**config.mk**
```make
export PLATFORM = sky130hd
export DESIGN_NAME = reg32_write_arbiter_flat
export DESIGN_NICKNAME = d
export VERILOG_FILES = /design/src/rtl/reg32_write_arbiter_pkg.sv /design/src/rtl/reg32_write_arbiter_if.sv /design/src/rtl/reg32.sv /design/src/rtl/rr_pick.sv /design/src/rtl/reg32_write_arbiter.sv /design/src/flat_wrapper.sv
export SDC_FILE = /design/constraint.sdc
export NUM_CORES = 1
export LEC_CHECK = 0
export CORE_UTILIZATION = 44
export CTS_CLUSTER_DIAMETER = 100
export CTS_CLUSTER_SIZE = 10
export DETAILED_ROUTE_END_ITERATION = 12
export GPL_TIMING_DRIVEN = 0
export PLACE_DENSITY = 0.92
export REMOVE_ABC_BUFFERS = 1
export SYNTH_ARGS = -nofsm -noshare
export SYNTH_HDL_FRONTEND = slang
export SYNTH_SLANG_ARGS = --single-unit
```
**constraint.sdc**
```tcl
create_clock -name clk -period 10.35 [get_ports clk]
set_input_delay 1.035 -clock clk [delete_from_list [all_inputs] [get_ports clk]]
set_output_delay 1.035 -clock clk [all_outputs]
set_load 0.03 [all_outputs]
```
**src/rtl/reg32_write_arbiter_pkg.sv**
```systemverilog
// Shared types and constants for the reg32 write arbiter.
// Holds the arbiter state encoding, the default parameters and the last_grant reset value.
package reg32_arb_pkg;

  typedef enum logic {
    ARB_IDLE   = 1'b0,
    ARB_LOCKED = 1'b1
  } arb_state_t;

  localparam int DEF_NUM_REQ  = 4;
  localparam int DEF_LOCK_MAX = 16;

  // Resetting the pointer to the top ID hands first priority to requester 0.
  localparam int LAST_GRANT_RST = DEF_NUM_REQ - 1;

  function automatic int last_grant_rst(input int num_req);
    return num_req - 1;
  endfunction

endpackage

```
**src/rtl/reg32_write_arbiter_if.sv**
```systemverilog
// Requester-side bus of the reg32 write arbiter.
// Carries the write handshake in one direction and the stored-value status in the other.
interface reg32_write_arbiter_if
  import reg32_arb_pkg::*;
#(
  parameter int NUM_REQ = DEF_NUM_REQ,
  parameter int IDW     = $clog2(NUM_REQ)
);

  logic [NUM_REQ-1:0]    req_valid;
  logic [NUM_REQ*32-1:0] req_data;
  logic [NUM_REQ-1:0]    req_lock;
  logic [NUM_REQ-1:0]    req_ready;
  logic [31:0]           q;
  logic [IDW-1:0]        q_owner;
  logic                  q_valid;
  logic                  busy;
  logic                  lock_abort;

  modport master (
    output req_valid, req_data, req_lock,
    input  req_ready, q, q_owner, q_valid, busy, lock_abort
  );

  modport slave (
    input  req_valid, req_data, req_lock,
    output req_ready, q, q_owner, q_valid, busy, lock_abort
  );

endinterface

```
**src/rtl/reg32.sv**
```systemverilog
// Plain 32-bit storage register with load enable.
// Shared by all requesters through the write arbiter.
module reg32 (
  input  logic        clk,
  input  logic        rst_n,
  input  logic        load,
  input  logic [31:0] d,
  output logic [31:0] q
);

  always_ff @(posedge clk or negedge rst_n) begin
    if (!rst_n) begin
      q <= '0;
    end else if (load) begin
      q <= d;
    end
  end

endmodule

```
**src/rtl/rr_pick.sv**
```systemverilog
// Combinational round-robin selector.
// Picks the first masked request strictly after ptr, wrapping modulo NUM_REQ.
module rr_pick #(
  parameter int NUM_REQ = 4,
  parameter int IDW     = $clog2(NUM_REQ)
) (
  input  logic [NUM_REQ-1:0] req,
  input  logic [NUM_REQ-1:0] mask,
  input  logic [IDW-1:0]     ptr,
  output logic [NUM_REQ-1:0] grant,
  output logic [IDW-1:0]     id
);

  logic           found;
  logic [IDW-1:0] idx;

  always_comb begin
    grant = '0;
    id    = '0;
    found = 1'b0;
    idx   = '0;
    for (int k = 1; k <= NUM_REQ; k++) begin
      idx = IDW'((int'(ptr) + k) % NUM_REQ);
      if (!found && req[idx] && mask[idx]) begin
        grant[idx] = 1'b1;
        id         = idx;
        found      = 1'b1;
      end
    end
  end

endmodule

```
**src/rtl/reg32_write_arbiter.sv**
```systemverilog
// Round-robin write arbiter in front of a shared reg32, with burst lock and lock watchdog.
// state      | meaning
// ARB_IDLE   | round-robin among all valid requesters
// ARB_LOCKED | only the owner may write; watchdog counts cycles without an owner write
module reg32_write_arbiter
  import reg32_arb_pkg::*;
#(
  parameter int NUM_REQ  = DEF_NUM_REQ,
  parameter int LOCK_MAX = DEF_LOCK_MAX,
  parameter int IDW      = $clog2(NUM_REQ)
) (
  input logic                 clk,
  input logic                 rst_n,
  reg32_write_arbiter_if.slave bus
);

  localparam int             CW     = $clog2(LOCK_MAX + 1);
  localparam logic [IDW-1:0] LG_RST = IDW'(last_grant_rst(NUM_REQ));
  localparam logic [CW-1:0]  WD_END = CW'(LOCK_MAX - 1);

  arb_state_t         state;
  logic [IDW-1:0]     owner;
  logic [IDW-1:0]     last_grant;
  logic [CW-1:0]      wd_cnt;
  logic               busy_r;
  logic               abort_r;
  logic [IDW-1:0]     owner_q;
  logic               q_valid_r;

  logic [NUM_REQ-1:0] mask;
  logic [NUM_REQ-1:0] grant;
  logic [IDW-1:0]     win_id;
  logic               xfer;
  logic               win_lock;
  logic [31:0]        win_data;

  // In LOCKED the mask leaves only the owner, so the picker can only ever return it.
  always_comb begin
    mask = '1;
    if (state == ARB_LOCKED) begin
      mask = '0;
      mask[owner] = 1'b1;
    end
  end

  rr_pick #(
    .NUM_REQ (NUM_REQ),
    .IDW     (IDW)
  ) u_rr_pick (
    .req   (bus.req_valid),
    .mask  (mask),
    .ptr   (last_grant),
    .grant (grant),
    .id    (win_id)
  );

  always_comb begin
    win_data = '0;
    for (int i = 0; i < NUM_REQ; i++) begin
      if (grant[i]) begin
        win_data = bus.req_data[i*32 +: 32];
      end
    end
  end

  assign xfer     = |(grant & bus.req_valid);
  assign win_lock = |(grant & bus.req_lock);

  reg32 u_reg32 (
    .clk   (clk),
    .rst_n (rst_n),
    .load  (xfer),
    .d     (win_data),
    .q     (bus.q)
  );

  always_ff @(posedge clk or negedge rst_n) begin
    if (!rst_n) begin
      state      <= ARB_IDLE;
      owner      <= '0;
      last_grant <= LG_RST;
      wd_cnt     <= '0;
      busy_r     <= 1'b0;
      abort_r    <= 1'b0;
      owner_q    <= '0;
      q_valid_r  <= 1'b0;
    end else begin
      abort_r <= 1'b0;
      if (xfer) begin
        owner_q    <= win_id;
        q_valid_r  <= 1'b1;
        last_grant <= win_id;
      end
      case (state)
        ARB_IDLE: begin
          if (xfer && win_lock) begin
            state  <= ARB_LOCKED;
            owner  <= win_id;
            wd_cnt <= '0;
            busy_r <= 1'b1;
          end
        end
        ARB_LOCKED: begin
          // An owner write on the expiry edge wins over the watchdog.
          if (xfer) begin
            wd_cnt <= '0;
            if (!win_lock) begin
              state  <= ARB_IDLE;
              busy_r <= 1'b0;
            end
          end else if (wd_cnt == WD_END) begin
            state   <= ARB_IDLE;
            wd_cnt  <= '0;
            busy_r  <= 1'b0;
            abort_r <= 1'b1;
          end else begin
            wd_cnt <= wd_cnt + 1'b1;
          end
        end
        default: begin
          state  <= ARB_IDLE;
          busy_r <= 1'b0;
        end
      endcase
    end
  end

  assign bus.req_ready  = grant;
  assign bus.q_owner    = owner_q;
  assign bus.q_valid    = q_valid_r;
  assign bus.busy       = busy_r;
  assign bus.lock_abort = abort_r;

endmodule

```
**src/flat_wrapper.sv**
```systemverilog
// flat-port wrapper written by rule: the top's interface ports become plain ports
module reg32_write_arbiter_flat import reg32_arb_pkg::*;
#(
  parameter int NUM_REQ  = DEF_NUM_REQ,
  parameter int LOCK_MAX = DEF_LOCK_MAX,
  parameter int IDW      = $clog2(NUM_REQ)
)
  (clk, rst_n, bus_req_valid, bus_req_data, bus_req_lock, bus_req_ready, bus_q, bus_q_owner, bus_q_valid, bus_busy, bus_lock_abort);
  reg32_write_arbiter_if #(.NUM_REQ(NUM_REQ), .IDW(IDW)) bus_i ();
  input logic clk;
  input logic rst_n;
  input wire logic [$bits(bus_i.req_valid)-1:0] bus_req_valid;
  input wire logic [$bits(bus_i.req_data)-1:0] bus_req_data;
  input wire logic [$bits(bus_i.req_lock)-1:0] bus_req_lock;
  output wire logic [$bits(bus_i.req_ready)-1:0] bus_req_ready;
  output wire logic [$bits(bus_i.q)-1:0] bus_q;
  output wire logic [$bits(bus_i.q_owner)-1:0] bus_q_owner;
  output wire logic [$bits(bus_i.q_valid)-1:0] bus_q_valid;
  output wire logic [$bits(bus_i.busy)-1:0] bus_busy;
  output wire logic [$bits(bus_i.lock_abort)-1:0] bus_lock_abort;
  assign bus_i.req_valid = bus_req_valid;
  assign bus_i.req_data = bus_req_data;
  assign bus_i.req_lock = bus_req_lock;
  assign bus_req_ready = bus_i.req_ready;
  assign bus_q = bus_i.q;
  assign bus_q_owner = bus_i.q_owner;
  assign bus_q_valid = bus_i.q_valid;
  assign bus_busy = bus_i.busy;
  assign bus_lock_abort = bus_i.lock_abort;
  reg32_write_arbiter #(.NUM_REQ(NUM_REQ), .LOCK_MAX(LOCK_MAX), .IDW(IDW)) u_core (.clk(clk), .rst_n(rst_n), .bus(bus_i));
endmodule
```
==> run metrics <==
status complete, no violations; area share of the largest cell type after synthesis 31.6%; Mapped Cells 406; ant diodes 0; WP buf/inv 4; pwr dens 407 mW/mm^2; CP arrival 4820 ps; share of cells above drive strength 1 8.88%; CP Capture Type primary output; vias in the first global route 3766; FILL cells 586; Critical Path Source Type input pin; Cell Rows 32; initial antenna violation count 0; CTS Sinks 47; clock buffer depth 2; Ports 179; cell taking the most area after synthesis dfrtp_1; Worst Hold Slack 485 ps; post-synthesis cell type count 53; Peak VDD IR 0.222 mV; Final Hold Viols 0; first-pass detailed-route iteration total 4; violation count after the first detailed-routing iteration 153; Final Cycle Share 56.6%; fraction of the yosys area taken by sequential cells 33.1%; final WL 11300 um; CP dominant cell by count clkdlybuf4s50_1; WP data required 9320 ps; fmax 171 MHz; syn_area_per_cell 8.78 um^2; Crit-path slowest cell clkdlybuf4s50_1; Async S/R FF share, synth 100%; worst-skew pair later-pin latency 290 ps; drt drc 0; die height 92.0 um; Hold Crit Depth 1; wire length of the first global-routing pass 17900 um; routed vias/inst 5.77; Routed wire per std cell 17.0 um; Stages on worst setup path 9; ANT nets after route 0; Hold-fix buffers, CTS 0; PostCTS Resize Cnt 0; initial core utilization 45.9%; Num CTS Buffers 5; largest net degree at the start of global routing 67; root buffer cell clkbuf_8; Final GP Congestion 1.01; CTS tree built; DP HPWL 8620 um; Final TNS setup 0 ps; peak fanout along the critical path 34; RSZ-0062 raised after global routing false; Worst Tran Pin Value 880 ps; Slew Limit Headroom 41.3%; Layout Skew 7.41 ps; vias after detailed routing 3838; Final setup viols 0; delay-heaviest family, CP buffers and inverters; CTS H-tree lvls 2; die area 0.00847 mm^2; gr ovfl total 0; worst r2r path cells 15; Max Cap Viol 0; register bit total from synthesis 47; area of the core 0.00777 mm^2; Ys Warns 0; Area Overhead vs Synth 54.1%; Slowest Stage Delay on Critical Path 800 ps; synth cell count leaders nand2_1 (48), dfrtp_1 (45), nor2_1 (39), a21o_1 (34); Final Critical Period 5860 ps; leakage 2.26 nW; IO Port Bufs 178; HP Class reg -> reg; Tot GR Track Use 26.6%; top-count cell post-synth nand2_1; setup bufs post-CTS 0; Final nets 710; largest cells by area after synthesis dfrtp_1 (32%), o221ai_1 (7.9%), a21o_1 (7.2%); Primary FF master, synth dfrtp_1; max-slew violation count 0; Post-Syn Area 0.00356 mm^2; EDFF count, synth 0; Die X 92.0 um; CP Cell Sequence clkdlybuf4s50_1 -> a21bo_1 -> mux2i_1 -> mux2_2 -> nor4_1 -> nor3_4 -> buf_16 -> inv_2 -> clkdlybuf4s50_1; Setup CP Type in -> out; clock-pin slew on the worst setup and hold paths 90 ps
worst register-to-register path: cells and delay by family, from the launching register on:
kind	cells	cell delay, ps
buffers and inverters	4	940
AOI/OAI and AO/OA	6	1550
muxes	1	380
adders and majority gates	2	790
DFF	1	680
and+or+nand+nor	2	200
cell usage in the layout (no fill, tap or decap), types with 2 or more instances in the layout:
cell type        Yosys  routed
a21oi_1              8       8
nand2_1             48      48
mux2_1               2       2
inv_1               15      15
and2_1               2       2
nor3b_2             11      11
or2_4                2       2
nor4_1               2       2
o21ai_1              8       8
o21ai_0              6       6
nand3_1              6       6
clkdlybuf4s50_1      0     177
buf_16               0       3
o21ai_2              2       2
o221ai_2             2       2
nor2_1              39      39
mux4_2               2       2
a22o_1               2       2
a31oi_1             32      32
a21o_1              34      34
nand2b_1             3       3
dfstp_2              2       2
inv_2                3       3
a211o_1              2       2
or2_2                2       2
or2_1                2       2
clkbuf_8             0       5
mux2_2               3       3
nor3_1               5       5
o221ai_1            32      32
dfrtp_1             45      45
nor3b_1             21      21
ha_1                10      10
flip-flops by register name, summed over array words and instances (netlist names):
signal,count
u_core.bus.q_owner,2
u_core.bus.lock_abort,1
u_core.last_grant,2
u_core.owner,2
u_core.state,1
u_core.bus.q_valid,1
u_core.u_reg32.q,32
u_core.bus.busy,1
u_core.wd_cnt,5
power breakdown:
part / internal [W] / switching (W)
logic: 0.000726 / 0.00105
registers: 0.000291 / 0.0000623
clock network: 0.0000473 / 0.0000608
total: 0.00106 / 0.00117
per-layer routing:
layer / track usage (%) / vias up / share of wire [%] / wire, um
met1: 30.0 / 1807 / 38 / 4270
met3: 5.72 / 20 / 7.9 / 898
met5: 0 / - / 0 / 0
met4: 6.77 / 0 / 2.1 / 235
li1: - / 1816 / - / -
met2: 50.2 / 195 / 52 / 5930
path summary, 6_finish.rpt:
check	from	endpoint	slack, ps
worst min register to register	u_core.bus.q_valid	u_core.bus.q_valid	490
worst max register to register	u_core.last_grant[0]	u_core.wd_cnt[2]	5710
min in group asynchronous	rst_n	u_core.u_reg32.q[31]	750
worst max-delay path	bus_req_valid[2]	bus_req_ready[2]	4490
max in group asynchronous	rst_n	u_core.u_reg32.q[3]	9070
worst min-delay path	u_core.bus.q_valid	u_core.bus.q_valid	490
area by class of cell:
class / instances / area, um^2 / share of cell area, %
Multi-Input combinational cell: 307 / 2140 / 39.0
Timing Repair Buffer: 183 / 1890 / 34.5
Sequential cell: 47 / 1180 / 21.5
Tap cell: 102 / 128 / 2.32
Clock buffer: 6 / 72.6 / 1.32
Inverter: 18 / 67.6 / 1.23
Clock inverter: 2 / 12.5 / 0.228
cells by family (layout without fill, tap and decap cells):
kind of cell / after synthesis / in the layout / synth area share (%)
AND/OR/NAND/NOR: 148 / 148 / 22.6
buffers and inverters: 52 / 209 / 7.55
multiplexers: 8 / 8 / 3.12
AO/OA/AOI/OAI: 141 / 141 / 30.2
adder cells (fa/ha/maj): 10 / 10 / 3.51
flip-flops: 47 / 47 / 33.1
metrics by stage:
stage	cells	worst slack (ps)	area, um^2	util [%]	power, W
floorplan	372	5250	3360	-	0.00152
global placement	652	3340	5270	67.9	0.00200
detailed placement	657	4560	5410	69.6	0.00213
CTS	665	4550	5490	70.7	0.00224
global route	665	4390	5490	70.7	0.00241
finish	665	4490	5490	70.7	0.00224
No activity file was read; power rests on OpenSTA's default activity.
